==> src/rtl/crc_pkg.sv <==
// Shared constants and FSM state type for the CRC-32 FCS engine.
package crc_pkg;

  localparam logic [31:0] CRC32_POLY    = 32'hEDB88320;
  localparam logic [31:0] CRC32_INIT    = 32'hFFFFFFFF;
  localparam logic [31:0] CRC32_RESIDUE = 32'hDEBB20E3;

  typedef enum logic [1:0] {
    IDLE = 2'd0,
    BUSY = 2'd1,
    EMIT = 2'd2
  } state_t;

endpackage

==> src/rtl/crc_step.sv <==
// Combinational reflected CRC update over one DATA_W-bit beat, LSB first.
module crc_step #(
  parameter int          DATA_W   = 4,
  parameter logic [31:0] CRC_POLY = crc_pkg::CRC32_POLY
) (
  input  logic [31:0]       crc_in,
  input  logic [DATA_W-1:0] data,
  output logic [31:0]       crc_next
);

  logic [31:0] c;

  always_comb begin
    // NOTE: blocking assignments chain each bit's result into the next bit within the same cycle.
    c = crc_in;
    for (int i = 0; i < DATA_W; i++) begin
      c = (c[0] ^ data[i]) ? ((c >> 1) ^ CRC_POLY) : (c >> 1);
    end
    crc_next = c;
  end

endmodule

==> src/rtl/crc_fcs_engine.sv <==
// Streaming CRC-32 engine: TX appends the FCS after the frame, RX checks the residue.
module crc_fcs_engine
  import crc_pkg::*;
#(
  parameter int          DATA_W      = 4,
  parameter logic [31:0] CRC_POLY    = CRC32_POLY,
  parameter logic [31:0] CRC_INIT    = CRC32_INIT,
  parameter logic [31:0] CRC_RESIDUE = CRC32_RESIDUE
) (
  input  logic              clk,
  input  logic              rst,
  input  logic              append,
  input  logic              in_valid,
  input  logic [DATA_W-1:0] in_data,
  input  logic              in_last,
  output logic              in_ready,
  output logic              out_valid,
  output logic [DATA_W-1:0] out_data,
  output logic              out_last,
  output logic [31:0]       crc_out,
  output logic              crc_ok,
  output logic              done
);

  localparam int N     = 32 / DATA_W;
  localparam int CNT_W = $clog2(N);

  state_t            state;
  logic [31:0]       crc_reg;
  logic [31:0]       crc_seed;
  logic [31:0]       crc_next;
  logic [31:0]       fcs;
  logic              tx_mode;
  logic              frame_tx;
  logic              accept;
  logic [CNT_W-1:0]  cnt;

  assign accept   = in_valid && in_ready;
  // A beat taken in IDLE opens a new frame, so it never sees the previous frame's register.
  assign crc_seed = (state == IDLE) ? CRC_INIT : crc_reg;
  assign frame_tx = (state == IDLE) ? append : tx_mode;
  assign fcs      = ~crc_reg;

  crc_step #(
    .DATA_W   (DATA_W),
    .CRC_POLY (CRC_POLY)
  ) u_step (
    .crc_in   (crc_seed),
    .data     (in_data),
    .crc_next (crc_next)
  );

  always_ff @(posedge clk or posedge rst) begin
    if (rst) begin
      state     <= IDLE;
      crc_reg   <= CRC_INIT;
      tx_mode   <= 1'b0;
      cnt       <= '0;
      in_ready  <= 1'b1;
      out_valid <= 1'b0;
      out_data  <= '0;
      out_last  <= 1'b0;
      crc_out   <= '0;
      crc_ok    <= 1'b0;
      done      <= 1'b0;
    end else begin
      out_valid <= 1'b0;
      out_last  <= 1'b0;
      done      <= 1'b0;
      case (state)
        IDLE, BUSY: begin
          if (accept) begin
            out_valid <= 1'b1;
            out_data  <= in_data;
            crc_reg   <= crc_next;
            if (state == IDLE) begin
              tx_mode <= append;
              crc_out <= '0;
              crc_ok  <= 1'b0;
            end
            if (!in_last) begin
              state <= BUSY;
            end else if (frame_tx) begin
              state    <= EMIT;
              in_ready <= 1'b0;
              cnt      <= '0;
            end else begin
              state    <= IDLE;
              out_last <= 1'b1;
              done     <= 1'b1;
              crc_out  <= ~crc_next;
              crc_ok   <= (crc_next == CRC_RESIDUE);
            end
          end
        end
        EMIT: begin
          out_valid <= 1'b1;
          out_data  <= fcs[cnt*DATA_W +: DATA_W];
          if (cnt == CNT_W'(N - 1)) begin
            state    <= IDLE;
            cnt      <= '0;
            in_ready <= 1'b1;
            out_last <= 1'b1;
            done     <= 1'b1;
            crc_out  <= fcs;
            crc_ok   <= 1'b0;
          end else begin
            cnt <= cnt + 1'b1;
          end
        end
        default: state <= IDLE;
      endcase
    end
  end

endmodule

==> config.mk <==
export PLATFORM = sky130hd
export DESIGN_NAME = crc_fcs_engine
export DESIGN_NICKNAME = d
export VERILOG_FILES = /design/src/rtl/crc_pkg.sv /design/src/rtl/crc_step.sv /design/src/rtl/crc_fcs_engine.sv
export SDC_FILE = /design/constraint.sdc
export NUM_CORES = 1
export LEC_CHECK = 0
export BUFFER_PORTS_ARGS = -buffer_cell sky130_fd_sc_hd__buf_2
export CORE_MARGIN = 3
export CORE_UTILIZATION = 45
export CTS_CLUSTER_DIAMETER = 60
export DETAILED_ROUTE_END_ITERATION = 12
export PLACE_DENSITY = 0.67
export SLEW_MARGIN = 20
export SYNTH_ARGS = -nofsm -noshare
export SYNTH_HDL_FRONTEND = slang
export SYNTH_SLANG_ARGS = --single-unit
==> constraint.sdc <==
create_clock -name clk -period 5 [get_ports clk]
set_input_delay 0.5 -clock clk [delete_from_list [all_inputs] [get_ports clk]]
set_output_delay 0.5 -clock clk [all_outputs]
set_load 0.01 [all_outputs]
==> results.cfg, run 1 <==
[status]
status = finished, final reports clean

[yosys]
synth_area_leader_cell = dfrtp_1
syn_inst = 535
synth_nets = 547
synth_top_area_frac = 0.234
netlist-cell-type-count = 50
ys.warnings.count = 0
ys_seq_area_frac = 0.414
avgSynthCellArea_sq_um = 9.00
synthArstFlopShare = 1.00
synthFlopType = dfrtp_1
synth_top_cells_by_area = dfrtp_1, dfstp_2, nand2_1
ys_ff_latch = 78
synth_edf_count = 0
syn-cell-area_sq_um = 4820

[global_route]
grt_max_degree = 79
antenna_found_initial = 0
overflow = 0
grt.total_usage = 0.238
grt_pass1_vias = 3908
grt_pass1_wl_um = 21500

[flow_run]
cap_violations = 0

[final_layout]
finalNetCount = 569
area_delta_synth_final_pct = 10.2
nFillCells = 991
fin_area_sq_um = 5310
postLayoutCoreUtil = 0.512
post_route_cells_drive_above_1_share = 0.222
antennaDiodeCount = 0

[min_path]
min_path_type = in -> reg
holdPathStages = 2
min-delay-start = in_valid
min_to = state[0]

[detailed_routing]
wl_um = 13600
route.detailed.drc = 0
wl_per_cell_um = 19.4
viasPerCell = 5.83
drtIter0Drc = 344
drtPass1Iterations = 7
num_vias = 4071
postRouteAntennaNets = 0

[clock_network]
cts_made_buffers = 9
h-tree-depth = 3
clk_latency_ns = 0.37
ctsRootBufferMaster = clkbuf_8
cts-resized-gates = 0
cts_hold_buf = 0
ctsLongestPathBuffers = 2
cts_tree = built
cts_setup_buffers = 0
clk_pin_slew_worst_paths_ns = 0.08
clock-sinks = 78

[timing]
fmax_ghz = 0.301
rsz0062_at_grt = false
hold_ws_ns = 0.394
drv_slew = 0
tns_ns = 0
hold_viol = 0
skew_ns = 0.0126
period_needed_ns = 3.32
tightest_slew_ns = 0.978
relSlewSlack = 0.348
setup_viol = 0
fin_crit_sh = 0.665

[die]
core_area_sq_um = 10400
initial_core_util = 0.464
core.rowCount = 37
io_pins = 50
die_height_um = 109
die_area_sq_um = 12000
die_x_um = 109

[worst_setup_path]
path_class = reg -> reg
end_kind = flop
r2r_end = crc_ok
rrSetupSlack_ns = 1.68
r2r_cells = 8
r2r-start = state[0]
cp.arrival_ns = 3.61
start_kind = flop
cp.required_ns = 5.28
critPathMaxFanout = 31

[place]
place_congestion = 0.942
port_buffers = 49
place_area_sq_um = 5100
dp_hpwl_um = 9320

[power]
p_leak_nw = 2.35
power_density_nw_per_um2 = 802
ir_worst_vdd_mv = 0.316
-- cell type report --
cell class | count | area (sq um) | share of cell area
multi-input cells | 406 | 2610 | 0.492
inverters | 5 | 20.0 | 0.00377
repair buffers | 57 | 305 | 0.0575
clock buffers | 11 | 131 | 0.0248
clock inverters | 5 | 75.1 | 0.0142
well taps | 136 | 170 | 0.0321
flip-flops and latches | 78 | 1990 | 0.376
-- per-layer routing --
metal,vias to the layer above,track usage,wire [um]
met5,-,0,0
met1,1990,0.345,6240
li1,1897,-,-
met2,162,0.349,6090
met3,22,0.0470,935
met4,0,0.0980,293
-- synth_stat cells, types with 3 or more instances --
| master | count |
|---|---|
| a22oi_1 | 5 |
| mux4_2 | 8 |
| buf_2 | 4 |
| a22o_1 | 13 |
| xnor3_1 | 4 |
| ha_1 | 3 |
| nand3_1 | 10 |
| xor2_1 | 18 |
| a21oi_1 | 14 |
| nand4b_1 | 3 |
| buf_4 | 5 |
| dfstp_2 | 33 |
| o21ai_0 | 41 |
| dfrtp_1 | 45 |
| o22ai_1 | 11 |
| o221ai_1 | 12 |
| a221o_1 | 5 |
| nor2b_1 | 3 |
| nor2_1 | 41 |
| clkbuf_1 | 32 |
| a31oi_1 | 12 |
| inv_1 | 4 |
| mux2i_1 | 7 |
| nand2_1 | 127 |
| xnor2_1 | 38 |
| buf_1 | 5 |
| nor3_1 | 3 |
-- cells in the final DEF, fill, tap and decap left out, drive strengths merged, types with 3 or more instances in the layout --
cell / instances
ha: 3
nand4b: 3
mux4: 8
xor2: 18
a31oi: 12
nand2: 127
clkinv: 4
o21ai: 41
xnor3: 4
o31ai: 3
a22o: 13
xnor2: 41
a221o: 5
a22oi: 5
nor2: 42
inv: 4
o221ai: 12
nor2b: 3
o22ai: 11
buf: 57
dfstp: 33
a21oi: 14
nor3: 3
nand3: 10
mux2i: 7
or2: 3
clkbuf: 11
dfrtp: 45
-- logic make-up after synthesis --
kind of cell,count (synthesis),synth area share
AO/OA/AOI/OAI,123,0.168
AND/OR/NAND/NOR,201,0.176
XOR/XNOR,63,0.135
adder cells (fa/ha/maj),3,0.00780
buffers and inverters,51,0.0447
flip-flops,78,0.414
multiplexers,16,0.0543
-- worst max path at each step --
stage                     cells past startpoint  endpoint  startpoint
after floorplan                              12    crc_ok    state[0]
after global placement                        8    crc_ok    state[0]
after detailed placement                      8    crc_ok    state[0]
after CTS                                     8    crc_ok    state[0]
after global routing                          8    crc_ok    state[0]
final                                         8    crc_ok    state[0]
-- critical path, stage by stage, from the launching register on --
cell	delay (ns)
dfrtp_1	0.71
nor2_2	0.22
buf_4	0.36
nor2_1	0.11
xnor2_1	0.73
mux2i_1	0.29
nand4b_1	0.12
or4_1	0.54
o31ai_2	0.18
-- where the power goes --
group,switching (mW),leakage [nW],internal (mW)
sequential,0.460,0.929,1.02
clock,0.240,0.107,0.279
combinational,1.27,1.31,0.986
-- metrics by stage --
stage               setup WS [ns]  cells  power, mW
finish                       1.68    698       4.25
global route                 1.44    698       4.56
CTS                          1.74    698       4.25
detailed placement           1.74    682       3.72
global placement             1.83    682       3.69
floorplan                    1.95    535       3.05
(Power assumes the default switching activity.)
==> run 2: changes to the inputs <==
- clock period: 5 -> 3.1 ns (I/O delays scaled with it)
==> results.cfg, run 2 (synthesis results as in run 1) <==
[status]
status = finished, final reports clean

[die]
initial_core_util = 0.464
die_x_um = 109
die_height_um = 109
die_area_sq_um = 12000
core.rowCount = 37
io_pins = 50
core_area_sq_um = 10400

[timing]
skew_ns = 0.0142
tns_ns = 0
rsz0062_at_grt = false
period_needed_ns = 2.88
tightest_slew_ns = 0.745
relSlewSlack = 0.503
fin_crit_sh = 0.930
hold_ws_ns = 0.0716
setup_viol = 0
drv_slew = 0
hold_viol = 0
fmax_ghz = 0.347

[clock_network]
clk_latency_ns = 0.37
ctsRootBufferMaster = clkbuf_8
ctsLongestPathBuffers = 2
cts_setup_buffers = 0
clk_pin_slew_worst_paths_ns = 0.09
cts_made_buffers = 9
h-tree-depth = 3
cts_tree = built
cts_hold_buf = 0
cts-resized-gates = 0
clock-sinks = 78

[final_layout]
layout_commonest_cell = nand2_1
antennaDiodeCount = 0
finalNetCount = 589
area_delta_synth_final_pct = 14.0
layout_common_cells = nand2_1, buf_2, dfrtp_1
post_route_cells_drive_above_1_share = 0.249
fin_area_sq_um = 5490

[detailed_routing]
postRouteAntennaNets = 0
num_vias = 4206
viasPerCell = 5.86
wl_per_cell_um = 20.2
wl_um = 14500
drtPass1Iterations = 5
drtIter0Drc = 260
route.detailed.drc = 0

[worst_setup_path]
start_kind = flop
r2r_end = crc_ok
path_class = reg -> reg
r2r-start = state[0]
crit_slowest_cell = dfrtp_1
rrSetupSlack_ns = 0.22
startpoint = state[0]
critPathMaxFanout = 11
crit_path_cell_trace = o21bai_1, xnor2_1, inv_2, ha_1, nand4b_1, or4_1, nor4_2, nand4b_1, or4_1, o31ai_2
end_kind = flop
cp.arrival_ns = 3.17
r2r_cells = 10
crit_family = simple AND/OR/NAND/NOR gates
worstSetupPathDepth = 10
cp.required_ns = 3.38
crit_end = crc_ok
max_stage_delay_ns = 0.57
worst-path-buf-inv = 1

[global_route]
grt_pass1_wl_um = 22700
grt.total_usage = 0.255
overflow = 0
grt_pass1_vias = 3892
antenna_found_initial = 1
grt_max_degree = 64

[power]
ir_worst_vdd_mv = 0.443
p_leak_nw = 2.46
power_density_nw_per_um2 = 1300

[place]
dp_hpwl_um = 10300
place_area_sq_um = 5250
port_buffers = 49
place_congestion = 0.972

[min_path]
min_path_type = in -> async

[flow_run]
cap_violations = 0
[run 2: area by class of cell]
| class | count | area, sq um |
|---|---|---|
| clock buffer | 12 | 145 |
| clock inverter | 4 | 95.1 |
| fill | 977 | 4880 |
| inverter | 5 | 21.3 |
| multi-input combinational | 406 | 2610 |
| sequential | 78 | 1990 |
| tap | 136 | 170 |
| timing repair buffer | 77 | 455 |
[run 2: how the worst min path moves through the flow]
stage / start / to / cells past startpoint
3_3_place_gp: crc_out[8] / crc_out[8] / 2
2_1_floorplan: in_valid / state[0] / 1
6_report: rst / state[0] / 2
5_1_grt: rst / state[1] / 2
4_1_cts: append / tx_mode / 3
3_5_place_dp: crc_out[18] / crc_out[18] / 2
[run 2: report_power, final]
group	switching (mW)	internal, mW
clock	0.391	0.557
sequential	0.569	1.64
combinational	2.29	1.72
[run 2: metal layers]
layer | part of all wire | GRT usage | vias up
met3 | 0.077 | 0.0393 | 22
li1 | - | - | 1934
met4 | 0.019 | 0.0997 | 2
met2 | 0.46 | 0.380 | 190
met5 | 0.00090 | 0 | -
met1 | 0.44 | 0.373 | 2058
[run 2: per-stage QoR]
| step | instances | util | total power [mW] | setup WS (ns) |
|---|---|---|---|---|
| 6_report | 718 | 0.529 | 7.16 | 0.217 |
| 2_1_floorplan | 535 | - | 4.92 | 0.0487 |
| 3_5_place_dp | 702 | 0.506 | 6.17 | 0.274 |
| 5_1_grt | 718 | 0.529 | 7.66 | 0.0317 |
| 3_3_place_gp | 702 | 0.506 | 6.13 | 0.304 |
| 4_1_cts | 718 | 0.529 | 7.15 | 0.245 |
[run 2: worst reg2reg max path, stage by stage (launching register included)]
cell and delay [ns]:
dfrtp_1 0.57, o21bai_1 0.14, xnor2_1 0.20, inv_2 0.14, ha_1 0.16, nand4b_1 0.10, or4_1 0.53, nor4_2 0.15
nand4b_1 0.13, or4_1 0.50, o31ai_2 0.19
==> run 3: changes to the inputs <==
- ABC_AREA: unset -> 1
==> results.cfg, run 3 <==
[timing]
hold_viol = 0
setup_viol = 0
rsz0062_at_grt = false
drv_slew = 0
fin_crit_sh = 0.859
post-route-worst-setup-slack_ns = 0.437
fmax_ghz = 0.376
hold_ws_ns = 0.0540
tightest_slew_ns = 0.787
tns_ns = 0
period_needed_ns = 2.66
relSlewSlack = 0.475
skew_ns = 0.00994

[global_route]
grt_pass1_wl_um = 26700
grtUsageMet3 = 0.0448
grt.total_usage = 0.276
grt-busiest-layer = met2
grt_pass1_vias = 4691
grt_max_degree = 48
antenna_found_initial = 0
met2_usage = 0.449
grtUsageMet1 = 0.379
overflow = 0

[yosys]
netlist-cell-type-count = 36
synth_edf_count = 0
synth.top_cells.by_count = nand2_1, o21ai_0, inv_1, nor2_1
syn-cell-area_sq_um = 4960
synth_top_area_frac = 0.227
synthFlopType = dfrtp_1
ys_seq_area_frac = 0.402
ys_ff_latch = 78
syn_inst = 709
synth_most_common_cell = nand2_1
synth_nets = 721
ys.warnings.count = 0
avgSynthCellArea_sq_um = 7.00
synthArstFlopShare = 1.00
synth_top_cells_by_area = dfrtp_1, dfstp_2, nand2_1
synth_area_leader_cell = dfrtp_1

[final_layout]
layout_commonest_cell = nand2_1
post_route_cells_drive_above_1_share = 0.183
area_delta_synth_final_pct = 11.8
antennaDiodeCount = 0
fin_area_sq_um = 5550
layout_common_cells = nand2_1, o21ai_0, inv_1
finalNetCount = 762

[worst_setup_path]
r2r_cells = 18
critPathMaxFanout = 18
crit_path_cell_trace = inv_1, nand2_4, nand3_2, nand2_4, ha_1, and3_1, nand3_1, nor2_1, nand2_1, nor2_1, nand2_1, nor2_1, nand2_1, nor2_1, nand2_1, nand2_1, nand2_1, nand2_1
path_class = reg -> reg
cp_common_cell = nand2_1
startpoint = state[0]
end_kind = flop
cp.arrival_ns = 2.98
rrSetupSlack_ns = 0.44
r2r_end = crc_ok
cp.required_ns = 3.42
start_kind = flop
r2r-start = state[0]
max_stage_delay_ns = 0.50
crit_end = crc_ok
crit_slowest_cell = dfrtp_1

[clock_network]
cts_setup_buffers = 0
ctsRootBufferMaster = clkbuf_8
cts-resized-gates = 0
clk_latency_ns = 0.38
ctsLongestPathBuffers = 2
cts_made_buffers = 9
clock-sinks = 78
cts_tree = built
cts_hold_buf = 0
clk_pin_slew_worst_paths_ns = 0.08
h-tree-depth = 3

[place]
place_area_sq_um = 5330
dp_hpwl_um = 12400
post-place-ws_ns = 0.442
place_congestion = 1.02
port_buffers = 49

[die]
die_x_um = 111
initial_core_util = 0.472
core.rowCount = 37
die_height_um = 111
die_area_sq_um = 12300
io_pins = 50
core_area_sq_um = 10500

[flow_run]
cap_violations = 0

[power]
p_leak_nw = 2.72
pwr-share-clk = 0.124
swShare = 0.517
power_density_nw_per_um2 = 1250
p_int_mw = 3.36
comb_power_share = 0.572
seqPwrFrac = 0.304
power_switching_mw = 3.59
ir_worst_vdd_mv = 0.495

[detailed_routing]
wl_um = 16700
viasPerCell = 5.63
num_vias = 5018
postRouteAntennaNets = 0
drtPass1Iterations = 6
drtIter0Drc = 412
wl_per_cell_um = 18.7
route.detailed.drc = 0

[status]
status = finished, final reports clean

[min_path]
min_path_type = in -> async
run 3: cell types whose count changed in the layout (fill, tap and decap cells not counted), moves of 22 or more:
cell / change
inv_1: +64
a21oi_1: +22
xnor2_1: -38
nand3_1: +35
o21ai_0: +46
nand2_1: +90
run 3: kinds of logic after synthesis:
group                    Yosys count  synth area share
flip-flops                        78             0.402
adder cells (fa/ha/maj)            3           0.00757
buffers and inverters            108            0.0908
AO/OA/AOI/OAI                    173             0.200
AND/OR/NAND/NOR                  347             0.299
run 3: routing by layer:
metal | share of wire | vias to the layer above | wire length (um)
li1 | - | 2426 | -
met4 | 0.019 | 0 | 312
met5 | 0 | - | 0
met3 | 0.062 | 29 | 1040
met2 | 0.47 | 207 | 7850
met1 | 0.45 | 2356 | 7460
run 3: worst max-delay path: cells and delay by family, from the launching register on:
family | cells | cell delay (ns)
and+or+nand+nor | 16 | 1.81
DFF | 1 | 0.50
adders and majority gates | 1 | 0.16
buffers and inverters | 1 | 0.12
run 3: cell type report:
class	count	area [sq um]
multi-input combinational	523	2530
inverter	73	275
clock inverter	4	70.1
fill	1050	4960
sequential	78	1990
clock buffer	12	145
tap	136	170
timing repair buffer	65	365
run 3: power by group through the flow:
stage	sequential, mW	combinational [mW]	clock, mW
detailed placement	2.12	3.94	0
global placement	2.09	3.91	0
floorplan	2.04	2.71	0
CTS	2.10	3.96	0.878
finish	2.11	3.98	0.862
global route	2.17	4.46	0.923
run 3: how the worst min path moves through the flow:
stage             from       end  cells past startpoint
4_1_cts            rst    cnt[2]                      2
6_report           rst  state[1]                      2
3_5_place_dp       rst    cnt[2]                      2
5_1_grt            rst    cnt[2]                      2
3_3_place_gp       rst  state[1]                      2
2_1_floorplan  in_last  state[0]                      1
run 3: stage by stage:
stage                     power, mW   util  cells
after floorplan                4.75      -    709
after global placement         6.00  0.507    875
after detailed placement       6.06  0.507    875
after CTS                      6.93  0.528    891
after global routing           7.56  0.528    891
final                          6.95  0.528    891
